$ cat config.mk
export PLATFORM = sky130hd
export DESIGN_NAME = id_ex_hazard_ctrl_flat
export DESIGN_NICKNAME = d
export VERILOG_FILES = /design/src/rtl/id_ex_hazard_ctrl_pkg.sv /design/src/rtl/id_ex_hazard_ctrl_if.sv /design/src/rtl/id_ex_hazard_ctrl_hazard_cmp.sv /design/src/rtl/id_ex_hazard_ctrl.sv /design/src/flat_wrapper.sv
export SDC_FILE = /design/constraint.sdc
export NUM_CORES = 1
export LEC_CHECK = 0
export ABC_AREA = 1
export CAP_MARGIN = 10
export CORE_MARGIN = 5
export CORE_UTILIZATION = 45
export CTS_CLUSTER_SIZE = 12
export DETAILED_ROUTE_END_ITERATION = 8
export PLACE_DENSITY_LB_ADDON = 0.1
export SLEW_MARGIN = 20
export SYNTH_ARGS = -nofsm -noshare
export SYNTH_HDL_FRONTEND = slang
export SYNTH_SLANG_ARGS = --single-unit
$ cat constraint.sdc
create_clock -name clk -period 3.6 [get_ports clk]
set_clock_uncertainty 0.15 [all_clocks]
set_input_delay 0.72 -clock clk [delete_from_list [all_inputs] [get_ports clk]]
set_output_delay 0.72 -clock clk [all_outputs]
set_load 0.01 [all_outputs]
$ cat src/rtl/id_ex_hazard_ctrl_pkg.sv
// Shared types and constants for the ID/EX hazard controller: FSM states,
// the pipeline-control bundle and the NOP control word.
package id_ex_hazard_ctrl_pkg;

  typedef enum logic [1:0] {
    StRun   = 2'd0,
    StLdu   = 2'd1,
    StMwait = 2'd2
  } state_e;

  // EX/M/WB control field loaded into ID/EX for a bubble
  localparam int unsigned     CtrlExMWbW = 9;
  localparam logic [8:0]      NopCtrl    = 9'd0;

  typedef struct packed {
    logic pc_write;
    logic if_id_write;
    logic if_id_flush;
    logic id_ex_bubble;
    logic ex_mem_flush;
    logic pipe_freeze;
  } pipe_ctrl_t;

  localparam pipe_ctrl_t CtrlPass = '{pc_write: 1'b1, if_id_write: 1'b1, if_id_flush: 1'b0,
                                      id_ex_bubble: 1'b0, ex_mem_flush: 1'b0,
                                      pipe_freeze: 1'b0};
  localparam pipe_ctrl_t CtrlFreeze = '{pc_write: 1'b0, if_id_write: 1'b0, if_id_flush: 1'b0,
                                        id_ex_bubble: 1'b0, ex_mem_flush: 1'b0,
                                        pipe_freeze: 1'b1};
  localparam pipe_ctrl_t CtrlBranch = '{pc_write: 1'b1, if_id_write: 1'b1, if_id_flush: 1'b1,
                                        id_ex_bubble: 1'b1, ex_mem_flush: 1'b1,
                                        pipe_freeze: 1'b0};
  localparam pipe_ctrl_t CtrlLoadUse = '{pc_write: 1'b0, if_id_write: 1'b0, if_id_flush: 1'b0,
                                         id_ex_bubble: 1'b1, ex_mem_flush: 1'b0,
                                         pipe_freeze: 1'b0};

  function automatic logic [7:0] sat_inc8(input logic [7:0] v);
    return (v == 8'hFF) ? v : v + 8'd1;
  endfunction

endpackage

$ cat src/rtl/id_ex_hazard_ctrl_if.sv
// Pipeline-side bundle of the hazard controller. The master modport is the
// controller (observes stage fields, drives controls); slave is the pipeline.
interface id_ex_hazard_ctrl_if #(
  parameter int unsigned CNT_W = 16
);
  logic [4:0]       if_id_rs;
  logic [4:0]       if_id_rt;
  logic             if_id_uses_rt;
  logic             id_ex_mem_read;
  logic [4:0]       id_ex_rt;
  logic             branch_taken;
  logic             mem_req;
  logic             mem_ready;
  logic             pc_write;
  logic             if_id_write;
  logic             if_id_flush;
  logic             id_ex_bubble;
  logic             ex_mem_flush;
  logic             pipe_freeze;
  logic             err_timeout;
  logic [CNT_W-1:0] stall_cycles;

  modport master (
    input  if_id_rs, if_id_rt, if_id_uses_rt, id_ex_mem_read, id_ex_rt,
    input  branch_taken, mem_req, mem_ready,
    output pc_write, if_id_write, if_id_flush, id_ex_bubble, ex_mem_flush, pipe_freeze,
    output err_timeout, stall_cycles
  );

  modport slave (
    output if_id_rs, if_id_rt, if_id_uses_rt, id_ex_mem_read, id_ex_rt,
    output branch_taken, mem_req, mem_ready,
    input  pc_write, if_id_write, if_id_flush, id_ex_bubble, ex_mem_flush, pipe_freeze,
    input  err_timeout, stall_cycles
  );
endinterface

$ cat src/rtl/id_ex_hazard_ctrl_hazard_cmp.sv
// Load-use comparator: a load in ID/EX writes a register the IF/ID instruction
// reads. Purely combinational so the forwarding unit can share it.
module id_ex_hazard_ctrl_hazard_cmp (
  input  logic [4:0] if_id_rs,
  input  logic [4:0] if_id_rt,
  input  logic       if_id_uses_rt,
  input  logic       id_ex_mem_read,
  input  logic [4:0] id_ex_rt,
  output logic       lu
);
  logic rs_hit;
  logic rt_hit;

  always_comb begin
    rs_hit = (id_ex_rt == if_id_rs);
    rt_hit = if_id_uses_rt && (id_ex_rt == if_id_rt);
    // $0 is never a real dependency
    lu     = id_ex_mem_read && (id_ex_rt != 5'd0) && (rs_hit || rt_hit);
  end
endmodule

$ cat src/rtl/id_ex_hazard_ctrl.sv
// Hazard controller: load-use bubbles, branch squashes and memory-wait freezes
// sequenced by a three-state FSM, plus wait-timeout flag and stall counter.
module id_ex_hazard_ctrl
  import id_ex_hazard_ctrl_pkg::*;
#(
  parameter int unsigned MEM_TIMEOUT = 15,
  parameter int unsigned CNT_W       = 16
) (
  input logic                clk,
  input logic                rst_n,
  id_ex_hazard_ctrl_if.master bus
);
  localparam logic [7:0] TimeoutLim = 8'(MEM_TIMEOUT);

  state_e           state_q, state_d;
  logic [7:0]       wait_q, wait_d;
  logic             err_q, err_d;
  logic [CNT_W-1:0] stall_q, stall_d;
  pipe_ctrl_t       ctrl;
  logic             lu;
  logic             mw;

  id_ex_hazard_ctrl_hazard_cmp u_hazard_cmp (
    .if_id_rs       (bus.if_id_rs),
    .if_id_rt       (bus.if_id_rt),
    .if_id_uses_rt  (bus.if_id_uses_rt),
    .id_ex_mem_read (bus.id_ex_mem_read),
    .id_ex_rt       (bus.id_ex_rt),
    .lu             (lu)
  );

  always_comb begin
    mw      = bus.mem_req && !bus.mem_ready;
    ctrl    = CtrlPass;
    state_d = state_q;
    wait_d  = 8'd0;
    unique case (state_q)
      StRun: begin
        if (mw) begin
          ctrl    = CtrlFreeze;
          state_d = StMwait;
          wait_d  = 8'd1;
        end else if (bus.branch_taken) begin
          // squashes the dependent instruction, so any load-use is moot
          ctrl    = CtrlBranch;
          state_d = StRun;
        end else if (lu) begin
          ctrl    = CtrlLoadUse;
          state_d = StLdu;
        end else begin
          state_d = StRun;
        end
      end
      StLdu: begin
        if (mw) begin
          ctrl    = CtrlFreeze;
          state_d = StMwait;
          wait_d  = 8'd1;
        end else begin
          state_d = StRun;
        end
      end
      StMwait: begin
        if (mw) begin
          ctrl    = CtrlFreeze;
          state_d = StMwait;
          wait_d  = sat_inc8(wait_q);
        end else begin
          state_d = StRun;
        end
      end
      default: state_d = StRun;
    endcase

    if (!rst_n) ctrl = CtrlPass;

    err_d   = err_q || (wait_d >= TimeoutLim);
    stall_d = stall_q;
    if (!ctrl.pc_write && (stall_q != {CNT_W{1'b1}})) stall_d = stall_q + CNT_W'(1);
  end

  always_ff @(posedge clk or negedge rst_n) begin
    if (!rst_n) begin
      state_q <= StRun;
      wait_q  <= 8'd0;
      err_q   <= 1'b0;
      stall_q <= '0;
    end else begin
      state_q <= state_d;
      wait_q  <= wait_d;
      err_q   <= err_d;
      stall_q <= stall_d;
    end
  end

  assign bus.pc_write     = ctrl.pc_write;
  assign bus.if_id_write  = ctrl.if_id_write;
  assign bus.if_id_flush  = ctrl.if_id_flush;
  assign bus.id_ex_bubble = ctrl.id_ex_bubble;
  assign bus.ex_mem_flush = ctrl.ex_mem_flush;
  assign bus.pipe_freeze  = ctrl.pipe_freeze;
  assign bus.err_timeout  = err_q;
  assign bus.stall_cycles = stall_q;
endmodule

$ cat src/flat_wrapper.sv
// flat-port wrapper written by rule: the top's interface ports become plain ports
module id_ex_hazard_ctrl_flat import id_ex_hazard_ctrl_pkg::*;
#(
  parameter int unsigned MEM_TIMEOUT = 15,
  parameter int unsigned CNT_W       = 16
)
  (clk, rst_n, bus_if_id_rs, bus_if_id_rt, bus_if_id_uses_rt, bus_id_ex_mem_read, bus_id_ex_rt, bus_branch_taken, bus_mem_req, bus_mem_ready, bus_pc_write, bus_if_id_write, bus_if_id_flush, bus_id_ex_bubble, bus_ex_mem_flush, bus_pipe_freeze, bus_err_timeout, bus_stall_cycles);
  id_ex_hazard_ctrl_if #(.CNT_W(CNT_W)) bus_i ();
  input logic clk;
  input logic rst_n;
  input wire logic [$bits(bus_i.if_id_rs)-1:0] bus_if_id_rs;
  input wire logic [$bits(bus_i.if_id_rt)-1:0] bus_if_id_rt;
  input wire logic [$bits(bus_i.if_id_uses_rt)-1:0] bus_if_id_uses_rt;
  input wire logic [$bits(bus_i.id_ex_mem_read)-1:0] bus_id_ex_mem_read;
  input wire logic [$bits(bus_i.id_ex_rt)-1:0] bus_id_ex_rt;
  input wire logic [$bits(bus_i.branch_taken)-1:0] bus_branch_taken;
  input wire logic [$bits(bus_i.mem_req)-1:0] bus_mem_req;
  input wire logic [$bits(bus_i.mem_ready)-1:0] bus_mem_ready;
  output wire logic [$bits(bus_i.pc_write)-1:0] bus_pc_write;
  output wire logic [$bits(bus_i.if_id_write)-1:0] bus_if_id_write;
  output wire logic [$bits(bus_i.if_id_flush)-1:0] bus_if_id_flush;
  output wire logic [$bits(bus_i.id_ex_bubble)-1:0] bus_id_ex_bubble;
  output wire logic [$bits(bus_i.ex_mem_flush)-1:0] bus_ex_mem_flush;
  output wire logic [$bits(bus_i.pipe_freeze)-1:0] bus_pipe_freeze;
  output wire logic [$bits(bus_i.err_timeout)-1:0] bus_err_timeout;
  output wire logic [$bits(bus_i.stall_cycles)-1:0] bus_stall_cycles;
  assign bus_i.if_id_rs = bus_if_id_rs;
  assign bus_i.if_id_rt = bus_if_id_rt;
  assign bus_i.if_id_uses_rt = bus_if_id_uses_rt;
  assign bus_i.id_ex_mem_read = bus_id_ex_mem_read;
  assign bus_i.id_ex_rt = bus_id_ex_rt;
  assign bus_i.branch_taken = bus_branch_taken;
  assign bus_i.mem_req = bus_mem_req;
  assign bus_i.mem_ready = bus_mem_ready;
  assign bus_pc_write = bus_i.pc_write;
  assign bus_if_id_write = bus_i.if_id_write;
  assign bus_if_id_flush = bus_i.if_id_flush;
  assign bus_id_ex_bubble = bus_i.id_ex_bubble;
  assign bus_ex_mem_flush = bus_i.ex_mem_flush;
  assign bus_pipe_freeze = bus_i.pipe_freeze;
  assign bus_err_timeout = bus_i.err_timeout;
  assign bus_stall_cycles = bus_i.stall_cycles;
  id_ex_hazard_ctrl #(.MEM_TIMEOUT(MEM_TIMEOUT), .CNT_W(CNT_W)) u_core (.clk(clk), .rst_n(rst_n), .bus(bus_i));
endmodule
==> results of run 1 <==
final timing paths:
check	to	slack, ns	cells past startpoint
max	bus_if_id_write	0.26	11
min	u_core.bus.stall_cycles[15]	0.41	2
max reg2reg	u_core.bus.stall_cycles[8]	1.64	9
min reg2reg	u_core.bus.stall_cycles[15]	0.41	2
max in group asynchronous	u_core.state_q[0]	2.28	2
min in group asynchronous	u_core.wait_q[7]	0.75	2
power by group:
part / switching, mW / total, mW / internal, mW
Combinational: 0.0971 / 0.194 / 0.0972
Sequential: 0.0267 / 0.349 / 0.323
Clock: 0.0984 / 0.178 / 0.0794
cell usage in the layout, fill, tap and decap left out, drive strengths merged:
cell type,Yosys,layout
nand4,20,20
a211oi,1,1
nand2,96,96
clkbuf,0,4
dfrtp,27,27
xor2,5,5
inv,55,55
nand3,30,30
and3,1,1
a21oi,4,4
clkinv,2,2
ha,7,7
nand3b,1,1
nor4,1,1
clkdlybuf4s50,0,44
o21ai,3,3
or2,2,2
buf,7,3
xnor2,3,3
nor3,5,5
nor2,23,23
tightest hold or removal path: cells and delay by family, from the launching register on:
family           cells  cell delay, ns
AND/OR/NAND/NOR      2            0.12
flip-flops           1            0.41
stage by stage:
step | power [mW] | worst slack, ns | utilization [%] | instances | hold WS, ns
after floorplan | 0.464 | 1.07 | - | 293 | 0.274
after global placement | 0.549 | 0.255 | 57.3 | 385 | 0.371
after detailed placement | 0.552 | 0.245 | 57.3 | 385 | 0.389
after CTS | 0.730 | 0.241 | 58.3 | 389 | 0.415
after global routing | 0.776 | 0.141 | 58.3 | 389 | 0.448
final | 0.721 | 0.261 | 58.3 | 389 | 0.405
cell type report:
| cell class | count | area (um^2) | area share, % |
|---|---|---|---|
| clock buffer | 4 | 45.0 | 1.74 |
| inverter | 57 | 214 | 8.26 |
| multi-input combinational | 202 | 1130 | 43.6 |
| sequential | 27 | 676 | 26.1 |
| tap | 52 | 65.1 | 2.51 |
| timing repair buffer | 47 | 463 | 17.9 |
registers in the layout, indices dropped and copies added (netlist names):
signal,cells
u_core.wait_q,8
u_core.bus.stall_cycles,16
u_core.state_q,2
u_core.bus.err_timeout,1
layer usage:
metal,global-route usage (%),routed length (um),vias up
li1,-,-,1007
met1,20.9,2200,855
met2,23.1,1890,37
met3,2.06,169,4
met4,4.20,51,0
met5,0,0,-
cells by family after synthesis:
group                      count (synthesis)  synth area share, %
DFF                                       27                 32.3
xor gates and xnor gates                   8                 3.35
and+or+nand+nor                          179                 43.7
adders and majority gates                  7                 4.19
AOI/OAI and AO/OA                          8                 2.75
buffers and inverters                     64                 13.8
==> impl_metrics.csv, run 1 <==
group,metric,value,unit
clock_network,post-cts-setup-buffers,0,
place,place_hpwl,3350,um
hold_path,min_from,"u_core.bus.stall_cycles[15]",
power,p_per_area,278,nW/um^2
grt,grt_max_degree,28,
setup_path,crit_path_end_kind,"output pin",
layout,syn_to_final_growth,23.9,%
clock_network,cts_resized,0,
clock_network,clockBufferDepth,2,
layout,drive_gt1_share,12.2,%
route,drt_iter0_drc,80,
sta,slew_headroom,69.9,%
synthesis,synth_cell_types,37,
flow_run,cap_violations,0,
layout,final_nets,367,
synthesis,avgSynthCellArea,7.14,um^2
route,drc,0,
floorplanning,die_area,6110,um^2
place,placedInstanceArea,2550,um^2
clock_network,tritoncts,"yes",
setup_path,setup.worst_path.start,"bus_id_ex_rt[1]",
synthesis,netlist.area_leader.share,32.3,%
power,p_leak,1.33,nW
setup_path,slowest_delay,0.51,ns
synthesis,async_flop_share,100,%
setup_path,cp.arrival,2.47,ns
grt,grt_usage,14.7,%
power,vdd_drop_max,0.000136,V
clock_network,postCtsHoldBufs,0,
synthesis,synth_edf_count,0,
floorplanning,die_w,78.2,um
setup_path,path_cells,"clkdlybuf4s50_1, inv_2, nand2_1, nand2_1, nor2_1, nand3_1, nand2_2, nand3_4, nand2_8, nand2_1, clkdlybuf4s50_1",
place,io_buffers,44,
synthesis,synth_nets,322,
setup_path,crit_required,2.73,ns
route,ant_nets,0,
clock_network,h-tree-depth,1,
synthesis,yosys-top-cells-count,"93 x nand2_1, 44 x inv_1, 27 x dfrtp_1, 22 x nand3_1, 19 x nand4_1",
sta,fin_crit_sh,92.8,%
synthesis,yosysSeqAreaShare,32.3,%
setup_path,cpMostUsedCell,"nand2_1",
setup_path,start_kind,"input pin",
sta,max_freq,0.299,GHz
layout,n_antenna_cell,0,
sta,worstMarginPinSlew,0.447,ns
clock_network,insertion_delay,0.27,ns
layout,nFillCells,415,
floorplanning,die_y,78.2,um
synthesis,yosysWarnings,0,
sta,finalSetupViolations,0,
sta,hold_viol,0,
floorplanning,rows,24,
floorplanning,io_pins,45,
sta,tns,0,ns
synthesis,yosys.area.top_type,"dfrtp_1",
synthesis,ys.flop_type,"dfrtp_1",
floorplanning,core-area,4440,um^2
clock_network,clkSlewWorstSetupHoldPaths,0.09,ns
sta,grt_setup_unrepaired,"false",
grt,grt-ovfl-total,0,
setup_path,crit_type,"input pin to output pin",
setup_path,cpMaxStageDelayCell,"clkdlybuf4s50_1",
synthesis,synthTopCellsByArea,"dfrtp_1 32%, nand2_1 17%, inv_1 7.9%",
place,routabilityCongestion,0.801,
sta,finalCriticalPeriod,3.34,ns
setup_path,critPathBufInv,3,
setup_path,r2r-start,"u_core.bus.stall_cycles[0]",
layout,postLayoutCellArea,2590,um^2
setup_path,critical_path.max_fanout,3,
synthesis,synth_area,2090,um^2
clock_network,clock-root-buffer,"clkbuf_8",
run_status,status,"finished clean",
floorplanning,initial_core_util,47.1,%
synthesis,ys_ff_latch,27,
route,wire_per_inst,11.1,um
clock_network,numClockSinks,27,
setup_path,critPathTopFamily,"buffers and inverters",
grt,antenna_found_initial,0,
sta,slew_viol_final,0,
hold_path,hold_path.class,"flip-flop to flip-flop",
route,vias,1903,
grt,grt_pass1_wl,7530,um
route,drtPass1Iterations,4,
grt,grt_pass1_vias,1696,
route,wl,4310,um
route,viasPerCell,4.89,
synthesis,synthCells,293,
synthesis,yosysMostFrequentCell,"nand2_1",
clock_network,cts_buffers,3,
No activity file was read; power rests on OpenSTA's default activity.
==> run 2, diff against run 1 <==
Settings changed: CAP_MARGIN 10 to not set, SKIP_CTS_REPAIR_TIMING set to 1.
==> results of run 2 <==
No change in the layout: final DEF, timing and power equal those of run 1.
==> run 3, diff against run 2 <==
Settings changed: PLACE_DENSITY set to 0.8, PLACE_DENSITY_LB_ADDON 0.1 to not set.
==> run 3 against run 2 <==
Effect of this change: routed wire length rose by 5.5%; core utilization is 0.25 points higher; highest routed layer unchanged; critical path depth down 1; via count rose by 0.89%; first-iteration DRC count decreased by 11%; worst hold slack got worse by 0.018 ns; maximum frequency shrank 0.29%; design area grew 0.43%; die area stayed put; combinational power up 3%; register-to-register slack improved by 0.02 ns; clock-buffer cell count shrank 1; critical path type unchanged.
==> impl_metrics.csv, run 3 (same netlist as run 1, synthesis figures left out) <==
group,metric,value,unit
floorplanning,die_w,78.2,um
place,routabilityCongestion,0.807,
sta,worstMarginPinSlew,0.435,ns
grt,grt.busiest_layer,"met2",
setup_path,start_kind,"input pin",
floorplanning,die_area,6110,um^2
grt,grt_pass1_vias,1927,
clock_network,clkSlewWorstSetupHoldPaths,0.10,ns
setup_path,cpMostUsedCell,"nand2_1",
grt,antenna_found_initial,0,
layout,postLayoutCellArea,2600,um^2
floorplanning,die_y,78.2,um
grt,grt_pass1_wl,8140,um
sta,tns,0,ns
place,place_hpwl,3620,um
route,vias,1920,
setup_path,cpMaxStageDelayCell,"clkdlybuf4s50_1",
clock_network,numClockSinks,27,
layout,layout.cells.most_common,"nand2_1",
route,viasPerCell,4.92,
sta,finalCriticalPeriod,3.35,ns
setup_path,critPathBufInv,3,
route,drc,0,
power,switchingPower,0.227,mW
layout,largest_reg_flops,16,
floorplanning,initial_core_util,47.1,%
sta,fin_crit_sh,93.0,%
clock_network,tritoncts,"yes",
route,wl,4550,um
grt,met3_usage,2.52,%
run_status,status,"finished clean",
grt,grtUsageMet1,18.7,%
power,p_int,0.500,mW
layout,final_cell_mix,"93 x nand2_1, 44 x inv_1, 44 x clkdlybuf4s50_1, 27 x dfrtp_1, 22 x nand3_1",
power,comb_power_share,27.5,%
power,p_per_area,279,nW/um^2
clock_network,cts_buffers,3,
layout,syn_to_final_growth,24.4,%
layout,nFillCells,413,
grt,grt_usage,15.8,%
power,pwr-share-seq,47.9,%
clock_network,insertion_delay,0.28,ns
floorplanning,core-area,4440,um^2
sta,slew_viol_final,0,
setup_path,slowest_delay,0.57,ns
layout,n_antenna_cell,0,
setup_path,crit_required,2.73,ns
layout,drive_gt1_share,12.7,%
route,drtPass1Iterations,4,
hold_path,hold_path.class,"flip-flop to flip-flop",
grt,grt-ovfl-total,0,
route,wire_per_inst,11.7,um
setup_path,cp.arrival,2.48,ns
place,placedInstanceArea,2550,um^2
clock_network,clock-root-buffer,"clkbuf_8",
setup_path,path_cells,"clkdlybuf4s50_1, inv_2, nand2_1, nand2_1, nor2_1, nand3_1, nand2_2, nand2_1, a21oi_1, clkdlybuf4s50_1",
route,drt_iter0_drc,71,
grt,grt_max_degree,28,
clock_network,h-tree-depth,1,
setup_path,crit_path_end_kind,"output pin",
sta,hold_viol,0,
place,io_buffers,44,
power,clockPowerShare,24.5,%
clock_network,clockBufferDepth,2,
layout,final_nets,368,
flow_run,cap_violations,0,
sta,grt_setup_unrepaired,"false",
route,ant_nets,0,
power,power_switching_share,31.2,%
sta,max_freq,0.299,GHz
floorplanning,io_pins,45,
floorplanning,rows,24,
power,p_leak,1.33,nW
setup_path,crit_type,"input pin to output pin",
sta,slew_headroom,70.7,%
setup_path,critPathTopFamily,"buffers and inverters",
power,vdd_drop_max,0.000267,V
setup_path,critical_path.max_fanout,3,
grt,use_met2,30.5,%
sta,finalSetupViolations,0,
run 3: cell type report:
type	count	area (um^2)	area share, %
clock buffer	3	41.3	1.59
sequential	27	676	26.0
tap	52	65.1	2.50
inverter	57	214	8.22
timing repair buffer	48	470	18.1
multi-input combinational	202	1130	43.4
clock inverter	1	7.51	0.288
run 3: path summary, 6_finish.rpt:
kind	start	end	slack [ns]	depth (start not counted)
max reg2reg	u_core.bus.stall_cycles[0]	u_core.bus.stall_cycles[7]	1.66	8
min in group asynchronous	rst_n	u_core.bus.stall_cycles[15]	0.69	2
max	bus_id_ex_rt[1]	bus_id_ex_bubble	0.25	10
min reg2reg	u_core.bus.stall_cycles[15]	u_core.bus.stall_cycles[15]	0.39	2
max in group asynchronous	rst_n	u_core.bus.stall_cycles[7]	2.34	2
min	u_core.bus.stall_cycles[15]	u_core.bus.stall_cycles[15]	0.39	2
run 3: metrics by stage:
step	hold WS, ns	std cells	util, %	power [mW]	setup WS, ns
6_report	0.387	390	58.6	0.727	0.251
5_1_grt	0.430	390	58.6	0.769	0.0920
4_1_cts	0.394	390	58.6	0.735	0.263
3_5_place_dp	0.371	386	57.5	0.556	0.269
3_3_place_gp	0.359	386	57.5	0.550	0.283
2_1_floorplan	0.274	293	-	0.464	1.07
run 3: routing by layer:
metal	up-vias	share of wire, %
met5	-	0
met4	0	0.42
met3	2	3.6
met2	30	52
met1	880	44
li1	1008	-
run 3: worst min-delay path: cells and delay by family (launching register included):
family           cells  cell delay, ns
AND/OR/NAND/NOR      2            0.11
flip-flops           1            0.40
run 3: power groups by stage:
stage	sequential [mW]	clock (mW)	combinational (mW)
after global placement	0.353	0	0.196
after CTS	0.348	0.184	0.203
after global routing	0.353	0.194	0.221
final	0.348	0.178	0.200
after floorplan	0.361	0	0.104
after detailed placement	0.354	0	0.202
